**src/rtl/mc_ctrl_pkg.sv**
```systemverilog
// Shared encodings for the multicycle MIPS-style main control unit:
// FSM states, opcode map, ALU control codes and the decoded-instruction record.
package mc_ctrl_pkg;

   typedef enum logic [2:0] {
      FETCH, DECODE, EXECUTE, MEMORY, WRITEBACK, HALT, ERROR
   } state_t;

   typedef enum logic [2:0] {
      C_RTYPE, C_LDI, C_LD, C_ST, C_BEQ, C_BNE, C_JMP, C_HALT
   } iclass_t;

   localparam logic [5:0] OP_RTYPE = 6'h00;
   localparam logic [5:0] OP_LDI   = 6'h01;
   localparam logic [5:0] OP_LD    = 6'h02;
   localparam logic [5:0] OP_ST    = 6'h03;
   localparam logic [5:0] OP_BEQ   = 6'h04;
   localparam logic [5:0] OP_BNE   = 6'h05;
   localparam logic [5:0] OP_JMP   = 6'h06;
   localparam logic [5:0] OP_HALT  = 6'h3F;

   localparam logic [1:0] ALUOP_FUNCT = 2'b00;
   localparam logic [1:0] ALUOP_LDI   = 2'b01;
   localparam logic [1:0] ALUOP_BNE   = 2'b10;
   localparam logic [1:0] ALUOP_ADDR  = 2'b11;

   // Valid ALU operations span 000000..001011; anything above is not an ALU function.
   localparam logic [5:0] ALU_OP_NOP = 6'b000000;
   localparam logic [5:0] ALU_OP_ADD = 6'b000001;
   localparam logic [5:0] ALU_OP_SUB = 6'b000010;
   localparam logic [5:0] ALU_OP_MAX = 6'b001011;

   localparam logic [1:0] PC_INC    = 2'b00;
   localparam logic [1:0] PC_BRANCH = 2'b01;
   localparam logic [1:0] PC_JUMP   = 2'b10;

   typedef struct packed {
      iclass_t    cls;
      logic [5:0] operation;
      logic [1:0] alu_op;
      logic       alu_src;
      logic       illegal;
   } decode_t;

endpackage

```
**src/rtl/mc_control_unit_if.sv**
```systemverilog
// Control-unit <-> datapath/memory bundle. The control unit is the master:
// it drives every strobe and ALU control, and consumes memory data/ack and the ALU zero flag.
interface mc_control_unit_if #(
   parameter int RETIRE_W = 16
);
   logic [31:0]         instruction;
   logic                memReady;
   logic                zero;
   logic                memReq;
   logic                memWrite;
   logic                iorD;
   logic                irWrite;
   logic [5:0]          operation;
   logic [1:0]          ALUOp;
   logic                aluSrc;
   logic                regWrite;
   logic                memToReg;
   logic                pcWrite;
   logic [1:0]          pcSrc;
   logic                halted;
   logic                illegal;
   logic [RETIRE_W-1:0] retired;

   modport master (
      input  instruction, memReady, zero,
      output memReq, memWrite, iorD, irWrite, operation, ALUOp, aluSrc,
             regWrite, memToReg, pcWrite, pcSrc, halted, illegal, retired
   );

   modport slave (
      output instruction, memReady, zero,
      input  memReq, memWrite, iorD, irWrite, operation, ALUOp, aluSrc,
             regWrite, memToReg, pcWrite, pcSrc, halted, illegal, retired
   );
endinterface

```
**src/rtl/mc_opcode_decode.sv**
```systemverilog
// Combinational opcode/funct decoder: instruction class, ALU controls and illegal flag.
module mc_opcode_decode
   import mc_ctrl_pkg::*;
(
   input  logic [5:0] opcode,
   input  logic [5:0] funct,
   output decode_t    dec
);

   always_comb begin
      dec = '0;
      case (opcode)
         OP_RTYPE: begin
            dec.cls       = C_RTYPE;
            dec.operation = funct;
            dec.alu_op    = ALUOP_FUNCT;
            dec.illegal   = (funct > ALU_OP_MAX);
         end
         OP_LDI: begin
            dec.cls     = C_LDI;
            dec.alu_op  = ALUOP_LDI;
            dec.alu_src = 1'b1;
         end
         OP_LD: begin
            dec.cls     = C_LD;
            dec.alu_op  = ALUOP_ADDR;
            dec.alu_src = 1'b1;
         end
         OP_ST: begin
            dec.cls     = C_ST;
            dec.alu_op  = ALUOP_ADDR;
            dec.alu_src = 1'b1;
         end
         OP_BEQ: begin
            dec.cls       = C_BEQ;
            dec.operation = ALU_OP_SUB;
            dec.alu_op    = ALUOP_FUNCT;
         end
         OP_BNE: begin
            dec.cls       = C_BNE;
            dec.operation = ALU_OP_SUB;
            dec.alu_op    = ALUOP_BNE;
         end
         OP_JMP:  dec.cls = C_JMP;
         OP_HALT: dec.cls = C_HALT;
         default: dec.illegal = 1'b1;
      endcase
   end

endmodule

```
**src/rtl/mc_control_unit.sv**
```systemverilog
// Multicycle main control FSM: fetch/decode/execute/memory/writeback sequencing,
// memory handshake, write enables and a wrapping instructions-retired counter.
module mc_control_unit
   import mc_ctrl_pkg::*;
#(
   parameter int RETIRE_W     = 16,
   parameter bit ILLEGAL_HALT = 1'b1
) (
   input  logic              clock,
   input  logic              reset,
   mc_control_unit_if.master bus
);

   state_t              state, next;
   logic [5:0]          ir_op, ir_funct;
   decode_t             dec, dec_q;
   logic [RETIRE_W-1:0] retired_q;
   logic                retire;

   logic       mem_req, mem_write, iord, ir_write, alu_src;
   logic       reg_write, mem_to_reg, pc_write, halted, illegal;
   logic [5:0] operation;
   logic [1:0] alu_op, pc_src;

   // Only the opcode/funct fields are decoded; the rest belongs to the datapath.
   logic unused_instr;
   assign unused_instr = ^bus.instruction[25:6];

   mc_opcode_decode u_decode (
      .opcode (ir_op),
      .funct  (ir_funct),
      .dec    (dec)
   );

   always_ff @(posedge clock) begin
      if (!reset) begin
         state     <= FETCH;
         ir_op     <= '0;
         ir_funct  <= '0;
         dec_q     <= '0;
         retired_q <= '0;
      end else begin
         state <= next;
         // Memory data is only valid in the handshake cycle, so keep our own copy.
         if (ir_write) begin
            ir_op    <= bus.instruction[31:26];
            ir_funct <= bus.instruction[5:0];
         end
         if (state == DECODE) dec_q <= dec;
         if (retire) retired_q <= retired_q + RETIRE_W'(1);
      end
   end

   always_comb begin
      next       = state;
      retire     = 1'b0;
      mem_req    = 1'b0;
      mem_write  = 1'b0;
      iord       = 1'b0;
      ir_write   = 1'b0;
      reg_write  = 1'b0;
      mem_to_reg = 1'b0;
      pc_write   = 1'b0;
      pc_src     = PC_INC;
      halted     = 1'b0;
      illegal    = 1'b0;
      operation  = ALU_OP_NOP;
      alu_op     = ALUOP_FUNCT;
      alu_src    = 1'b0;

      // ALU controls stay up from EXECUTE until the result has been consumed.
      if (state inside {EXECUTE, MEMORY, WRITEBACK}) begin
         operation = dec_q.operation;
         alu_op    = dec_q.alu_op;
         alu_src   = dec_q.alu_src;
      end

      case (state)
         FETCH: begin
            mem_req = 1'b1;
            if (bus.memReady) begin
               ir_write = 1'b1;
               pc_write = 1'b1;
               next     = DECODE;
            end
         end
         DECODE: begin
            if (dec.illegal) begin
               if (ILLEGAL_HALT) next = ERROR;
               else begin
                  retire = 1'b1;
                  next   = FETCH;
               end
            end else if (dec.cls == C_HALT) next = HALT;
            else next = EXECUTE;
         end
         EXECUTE: begin
            case (dec_q.cls)
               C_BEQ, C_BNE: begin
                  // zero already reflects the bne inversion inside the ALU.
                  pc_src   = PC_BRANCH;
                  pc_write = bus.zero;
                  retire   = 1'b1;
                  next     = FETCH;
               end
               C_JMP: begin
                  pc_src   = PC_JUMP;
                  pc_write = 1'b1;
                  retire   = 1'b1;
                  next     = FETCH;
               end
               C_LD, C_ST: next = MEMORY;
               default:    next = WRITEBACK;
            endcase
         end
         MEMORY: begin
            mem_req   = 1'b1;
            iord      = 1'b1;
            mem_write = (dec_q.cls == C_ST);
            if (bus.memReady) begin
               if (dec_q.cls == C_ST) begin
                  retire = 1'b1;
                  next   = FETCH;
               end else next = WRITEBACK;
            end
         end
         WRITEBACK: begin
            reg_write  = 1'b1;
            mem_to_reg = (dec_q.cls == C_LD);
            retire     = 1'b1;
            next       = FETCH;
         end
         HALT:    halted  = 1'b1;
         ERROR:   illegal = 1'b1;
         default: next    = FETCH;
      endcase
   end

   // A reset cycle must never let a transfer or a write enable escape.
   assign bus.memReq    = mem_req & reset;
   assign bus.memWrite  = mem_write;
   assign bus.iorD      = iord;
   assign bus.irWrite   = ir_write & reset;
   assign bus.operation = operation;
   assign bus.ALUOp     = alu_op;
   assign bus.aluSrc    = alu_src;
   assign bus.regWrite  = reg_write & reset;
   assign bus.memToReg  = mem_to_reg;
   assign bus.pcWrite   = pc_write & reset;
   assign bus.pcSrc     = pc_src;
   assign bus.halted    = halted;
   assign bus.illegal   = illegal;
   assign bus.retired   = retired_q;

endmodule
```
**src/flat_wrapper.sv**
```systemverilog
// flat-port wrapper written by rule: the top's interface ports become plain ports
module mc_control_unit_flat import mc_ctrl_pkg::*;
#(
   parameter int RETIRE_W     = 16,
   parameter bit ILLEGAL_HALT = 1'b1
)
  (clock, reset, bus_instruction, bus_memReady, bus_zero, bus_memReq, bus_memWrite, bus_iorD, bus_irWrite, bus_operation, bus_ALUOp, bus_aluSrc, bus_regWrite, bus_memToReg, bus_pcWrite, bus_pcSrc, bus_halted, bus_illegal, bus_retired);
  mc_control_unit_if #(.RETIRE_W(RETIRE_W)) bus_i ();
  input  logic clock;
  input  logic reset;
  input wire logic [$bits(bus_i.instruction)-1:0] bus_instruction;
  input wire logic [$bits(bus_i.memReady)-1:0] bus_memReady;
  input wire logic [$bits(bus_i.zero)-1:0] bus_zero;
  output wire logic [$bits(bus_i.memReq)-1:0] bus_memReq;
  output wire logic [$bits(bus_i.memWrite)-1:0] bus_memWrite;
  output wire logic [$bits(bus_i.iorD)-1:0] bus_iorD;
  output wire logic [$bits(bus_i.irWrite)-1:0] bus_irWrite;
  output wire logic [$bits(bus_i.operation)-1:0] bus_operation;
  output wire logic [$bits(bus_i.ALUOp)-1:0] bus_ALUOp;
  output wire logic [$bits(bus_i.aluSrc)-1:0] bus_aluSrc;
  output wire logic [$bits(bus_i.regWrite)-1:0] bus_regWrite;
  output wire logic [$bits(bus_i.memToReg)-1:0] bus_memToReg;
  output wire logic [$bits(bus_i.pcWrite)-1:0] bus_pcWrite;
  output wire logic [$bits(bus_i.pcSrc)-1:0] bus_pcSrc;
  output wire logic [$bits(bus_i.halted)-1:0] bus_halted;
  output wire logic [$bits(bus_i.illegal)-1:0] bus_illegal;
  output wire logic [$bits(bus_i.retired)-1:0] bus_retired;
  assign bus_i.instruction = bus_instruction;
  assign bus_i.memReady = bus_memReady;
  assign bus_i.zero = bus_zero;
  assign bus_memReq = bus_i.memReq;
  assign bus_memWrite = bus_i.memWrite;
  assign bus_iorD = bus_i.iorD;
  assign bus_irWrite = bus_i.irWrite;
  assign bus_operation = bus_i.operation;
  assign bus_ALUOp = bus_i.ALUOp;
  assign bus_aluSrc = bus_i.aluSrc;
  assign bus_regWrite = bus_i.regWrite;
  assign bus_memToReg = bus_i.memToReg;
  assign bus_pcWrite = bus_i.pcWrite;
  assign bus_pcSrc = bus_i.pcSrc;
  assign bus_halted = bus_i.halted;
  assign bus_illegal = bus_i.illegal;
  assign bus_retired = bus_i.retired;
  mc_control_unit #(.RETIRE_W(RETIRE_W), .ILLEGAL_HALT(ILLEGAL_HALT)) u_core (.clock(clock), .reset(reset), .bus(bus_i));
endmodule
```
**config.mk**
```make
export PLATFORM = sky130hd
export DESIGN_NAME = mc_control_unit_flat
export DESIGN_NICKNAME = d
export VERILOG_FILES = /design/src/rtl/mc_ctrl_pkg.sv /design/src/rtl/mc_control_unit_if.sv /design/src/rtl/mc_opcode_decode.sv /design/src/rtl/mc_control_unit.sv /design/src/flat_wrapper.sv
export SDC_FILE = /design/constraint.sdc
export NUM_CORES = 1
export LEC_CHECK = 0
export CAP_MARGIN = 20
export CORE_MARGIN = 3
export CORE_UTILIZATION = 40
export CTS_CLUSTER_SIZE = 12
export DETAILED_ROUTE_END_ITERATION = 16
export PLACE_DENSITY_LB_ADDON = 0.12
export SLEW_MARGIN = 15
export SYNTH_ARGS = -nofsm -noshare
export SYNTH_HDL_FRONTEND = slang
export SYNTH_HIERARCHICAL = 1
export SYNTH_SLANG_ARGS = --single-unit
```
**constraint.sdc**
```tcl
create_clock -name clock -period 5.1 [get_ports clock]
set_clock_uncertainty 0.1 [all_clocks]
set_input_delay 1.275 -clock clock [delete_from_list [all_inputs] [get_ports clock]]
set_output_delay 1.275 -clock clock [all_outputs]
set_load 0.1 [all_outputs]
```
# Yosys cells after proc, flatten, opt, wreduce, memory -nomap -nowiden
# Index checks and enable logic that the tools add are counted.
# W data, S select, Z words.
word_totals:
  reg_bits: 43
  input_bits: 36
  output_inout_bits: 36
  wordCells: 81
op_classes:
  addsub: 1
  magnitude_cmp: 1
  eq_ne: 21
  mux: 32
  bitwise: 5
  reduce_logical: 13
ops:
  columns: ["op", "count"]
  rows:
  - ["$eq A3 B3 Y1 const B", 7]
  - ["$pmux W3 S7", 1]
  - ["$eq A6 B3 Y1 const B", 3]
  - ["$add A16 B1 Y16 const B", 1]
  - ["$mux W3", 5]
  - ["$pmux W3 S5", 1]
  - ["$mux W1", 14]
  - ["$eq A3 B2 Y1 const B", 4]
  - ["$eq A6 B2 Y1 const B", 2]
  - ["$pmux W6 S2", 1]
  - ["$reduce_or A2 Y1", 6]
  - ["$reduce_or A7 Y1", 1]
  - ["$eq A6 B1 Y1 const B", 1]
  - ["$eq A6 B6 Y1 const B", 1]
  - ["$gt A6 B4 Y1 const B", 1]
  - ["$logic_not A6 Y1", 1]
  - ["$mux W6", 1]
  - ["$pmux W1 S2", 3]
  - ["$pmux W2 S3", 1]
  - ["$pmux W3 S2", 1]
  - ["$reduce_or A3 Y1", 2]
  - ["$and A1 B1 Y1", 4]
  - ["$mux W2", 2]
  - ["$ne A2 B2 Y1 const B", 2]
  - ["7 further kinds", 7]

# Depth between registers and ports, before layout
depth:
  depth_word: 6
  ltp_mapped: 7
  depth_no_buf: 6

# Hierarchy
# The synthesis kept the hierarchy.
modules_own_cells:
  columns: ["mod", "instances", "cells_per_inst", "area_per_inst_um2", "seq_area_each_um2"]
  rows:
  - ["mc_control_unit", 1, 248, 2047.0, 860.8]
  - ["mc_opcode_decode", 1, 31, 224.0, 0.0]

# Worst setup path after synthesis
# Ideal clock, no wire load.
synth_path:
  kind: "in2out"
  from: "in reset"
  to: "out bus_memReq"
  arrival_ns: 4.972
  required_ns: 3.725
  path_slack_ns: -1.247
  cell_stages: 4
  path_buffers: 2
  path_cell_list: "clkbuf_1 inv_1 clkbuf_1 nor4b_1"
synth_between:
  elab_chain_cells: 1
synth_lines:
  columns: ["item", "line", "text"]
  rows:
  - ["from (decl)", "flat_wrapper.sv:10", "input logic reset;"]
  - ["$and A1 B1 Y1", "mc_control_unit.sv:140", "assign bus.memReq = mem_req & reset;"]
  - ["to (decl)", "flat_wrapper.sv:14", "output wire logic [$bits(bus_i.memReq)-1:0] bus_memReq;"]
# Every way passes these cells.

# Worst setup path after layout
layout_path:
  from: "in bus_memReady"
  to: "out bus_pcWrite"
layout_between:
  elab_chain_cells: 3
layout_lines:
  columns: ["item", "line", "text"]
  rows:
  - ["from (decl)", "flat_wrapper.sv:12", "input wire logic [$bits(bus_i.memReady)-1:0] bus_memReady;"]
  - ["$mux W1", "mc_control_unit.sv:81", "if (bus.memReady) begin"]
  - ["$pmux W1 S2", "mc_control_unit.sv:78", "case (state)"]
  - ["$and A1 B1 Y1", "mc_control_unit.sv:149", "assign bus.pcWrite = pc_write & reset;"]
  - ["to (decl)", "flat_wrapper.sv:23", "output wire logic [$bits(bus_i.pcWrite)-1:0] bus_pcWrite;"]
# Every way passes these cells.

==> results.txt <==
----------------------------------------------------
[Placement]
  Post-DP HPWL ... around 3.7 mm
  Gp weighted congestion ... 0.7716
  I/O Buffers ... 51

[Synthesis]
  Share of synthesized area occupied by flip-flops and latches ... 37.91%
  Cell type with the highest aggregate area in the netlist ... dfxtp_1
  Synthesized instance count ... between 200 and 300
  Total of flip-flops plus latches after synthesis ... 43
  Summed instance area of the synthesized netlist ... roughly 0.0023 mm2
  Synth Area per Inst ... 8.140 um2
  Top cells by area, synth ... dfxtp_1, mux2i_1, nand2_1, a21oi_1, nor2_1
  Warnings, synthesis ... 6
  Count of unique library cells instantiated by Yosys ... just under 50
  Synthesized netlist net count ... roughly 320
  Share of Yosys cell area claimed by the top area cell type ... 37.91%

[Clocking]
  Cell chosen for the clock root ... clkbuf_8
  Number of buffers inserted during clock tree synthesis ... 5
  H-Tree Depth ... 2
  TritonCTS clock tree ... yes
  Quantity of hold-fixing buffers added after cts ... 0
  Worst-skew pair later-pin latency ... just under 0.3 ns
  Number of post-CTS setup repair buffers ... 0
  CTS-repair resized insts ... 0
  Clock Tree Buf Depth ... 2
  Worst-path clk slew ... 0.08 ns
  Clock sink count ... 43

[GRT]
  Grt met2 use ... 26.14%
  Gr usage total ... between 10% and 20%
  Most congested layer reported by global routing ... met2
  Global-route wire length before repair ... just under 9 mm
  Maximum number of pins on one net before global-route repair ... 25
  Number of antenna violations at the first check in global routing ... 0
  Global Route met1 Usage ... 22.69%
  GR met3 Demand/Resource ... under 10%
  Number of global-route vias before repair ... roughly 1900
  GRT Residual Overflow ... 0

[STA]
  Highest clock frequency the design can meet ... 229.3 MHz
  Final TNS setup ... 0 ns
  Fin crit period ... 4.361 ns
  Count of endpoints failing hold in the final timing report ... 0
  RSZ-0062 raised after global routing ... false
  Fraction of the cycle the final worst path needs ... 85.51%
  Number of setup violations in the final report ... 0
  Final Max Slew Viols ... 0
  Transition time at the pin with the least slew margin ... 0.9798 ns
  Worst-case headroom to the max-slew limit ... 34.48%

[Floorplanning]
  Std-Cell Rows ... 26
  Height of the chip ... 81.35 um
  Die area ... 0.006617 mm2
  Initial core utilization ... 42.83%
  Die extent in x ... 81.35 um
  Placeable Area ... 0.005303 mm2
  Count of boundary I/O pins ... 72

[Power and ir drop]
  Static power due to leakage ... 1.103 nW
  Maximum vdd ir drop ... 0.1587 mV
  Total power divided by cell area ... 311.8 mW/mm2

[Drt]
  Detail-routed net length per standard cell ... ~13 um
  Remaining routing DRC violations ... 0
  DR vias/cell ... 5.235
  Starting DRC count in detailed routing ... 137
  DR vias ... 2068
  Antenna violation net count after detailed routing ... 0
  Initial DRT Pass Iterations ... 4
  Final WL ... between 5 and 6 mm

[Setup path]
  Worst reg2reg startpoint ... u_core/state[0]$_SDFFE_PN0P_
  CP cell instances ... clkdlybuf4s50_1 -> nand2b_1 -> or3_1 -> a21oi_1 -> buf_12
  Critical Setup Path Class ... in -> out
  Launching element type of the critical path ... primary input
  FF-to-FF End ... u_core/bus.retired[5]$_SDFFE_PN0P_
  Endpoint arrival time on the critical path ... 2.99 ns
  Worst stage delay on the critical path ... 0.56 ns
  FF-to-FF setup slack ... 2.87 ns
  R2R depth ... 5
  Endpoint type of the worst setup path ... output port
  Required time of the critical path ... about 3.7 ns
  Worst-path cell with the longest stage delay ... or3_1
  Worst-path maximum fanout ... 14

[Job]
  Max-capacitance violation count ... 0

[Final layout]
  Final nets ... around 360
  Final core occ ... 55.71%
  Number of antenna repair diodes ... 0
  Area Overhead vs Synth ... 30.08%
  Share of cells above drive strength 1 ... 11.08%

[Outcome]
  Run status ... complete, no violations

[Worst hold path]
  Origin of the worst min-delay path ... u_core/ir_funct[0]$_SDFFE_PN0N_
  Min-Delay Path Depth ... 2
  Class of the worst hold path ... reg -> reg
  Hold Path Sink ... u_core/ir_funct[0]$_SDFFE_PN0N_

----------------------------------------------------
[metal layers]
layer  up-vias  wire length (um)
li1       1053                 -
met1       973              2534
met2        38              2333
met3         4               215
met4         0                48
met5         -                 0
[final cells by class]
type                            instances  area (um2)
Clock inverter                          3       43.79
Sequential cell                        43       860.8
Inverter                               10       37.54
Clock buffer                            5       68.82
Timing Repair Buffer                   54       550.5
Tap cell                               70       87.58
Multi-Input combinational cell        210        1305
Fill cell                             528        2349
[power breakdown]
group	leakage, nW	switching [mW]	internal (mW)
clock	0.0581	0.115	0.146
combinational	0.696	0.162	0.106
sequential	0.349	0.0344	0.357
total	1.10	0.312	0.609
[through the flow]
| stage | hold slack (ns) | std cells | worst slack (ns) | area [um2] | power, mW |
|---|---|---|---|---|---|
| floorplan | 0.3317 | 279 | 0.1588 | 2283 | 0.6017 |
| global placement | 0.3421 | 387 | 0.7271 | 2841 | 0.6660 |
| detailed placement | 0.3515 | 387 | 0.7268 | 2841 | 0.6690 |
| global route | 0.3829 | 395 | 0.6123 | 2954 | 0.9755 |
| finish | 0.3589 | 395 | 0.7392 | 2954 | 0.9211 |
| CTS | 0.3630 | 395 | 0.7215 | 2954 | 0.9339 |
[cell families after synthesis]
| family | count (synthesis) | synth area share, % |
|---|---|---|
| AND/OR/NAND/NOR | 134 | 31.63 |
| buffers and inverters | 26 | 5.179 |
| multiplexers | 21 | 9.586 |
| AO/OA/AOI/OAI | 50 | 13.61 |
| adder cells (fa/ha/maj) | 1 | 0.5509 |
| XOR/XNOR | 4 | 1.543 |
| flip-flops | 43 | 37.91 |
[registers in the layout, indices dropped and copies added (netlist names)]
signal	cells
u_core/state	3
u_core/dec_q	12
u_core/ir_funct	6
u_core/ir_op	6
u_core/bus.retired	16
[placed cells by master, fill, tap and decap left out, types with 4 or more instances in the layout]
master / count
a21oi_1: 23
and2_1: 10
buf_12: 4
buf_4: 12
clkbuf_8: 5
clkdlybuf4s50_1: 38
dfxtp_1: 43
inv_1: 10
mux2i_1: 18
nand2_1: 40
nand2b_1: 5
nand3_1: 7
nor2_1: 28
nor2b_1: 10
nor3_1: 7
o211ai_1: 5
o21ai_0: 5
or3_1: 7
or4_1: 4
[Yosys cell counts (all sizes together)]
library cell  count
xnor2             1
buf               4
nor4              3
a211o             1
nor2b            10
or3b              1
nand3b            2
xor2              3
or3               8
nor2             29
nand4b            1
and4              1
o211ai            5
nand3             7
a311oi            1
and3              2
o2111ai           1
or4               4
nor4b             2
clkbuf           12
nand4             2
a21bo             1
o22ai             3
a22oi             1
o21ai             7
a211oi            1
a21oi            23
mux2              3
dfxtp            43
nand2b            5
a21o              2
nand2            40
and2             10
nor3              7
inv              10
o211a             1
a21boi            1
o31ai             2
ha                1
mux2i            18
[critical path: cells and delay by family]
family | cells | cell delay (ns)
AOI/OAI and AO/OA | 1 | 0.33
buffers and inverters | 2 | 0.72
and+or+nand+nor | 2 | 0.66
[worst max path at each step]
stage | slack [ns] | endpoint | from
after floorplan | 0.16 | bus_memReq | reset
after global placement | 0.73 | bus_memReq | reset
after detailed placement | 0.73 | bus_memReq | reset
after CTS | 0.72 | bus_memReq | reset
after global routing | 0.61 | bus_memReq | reset
final | 0.74 | bus_pcWrite | bus_memReady
No activity file was read; power rests on OpenSTA's default activity.
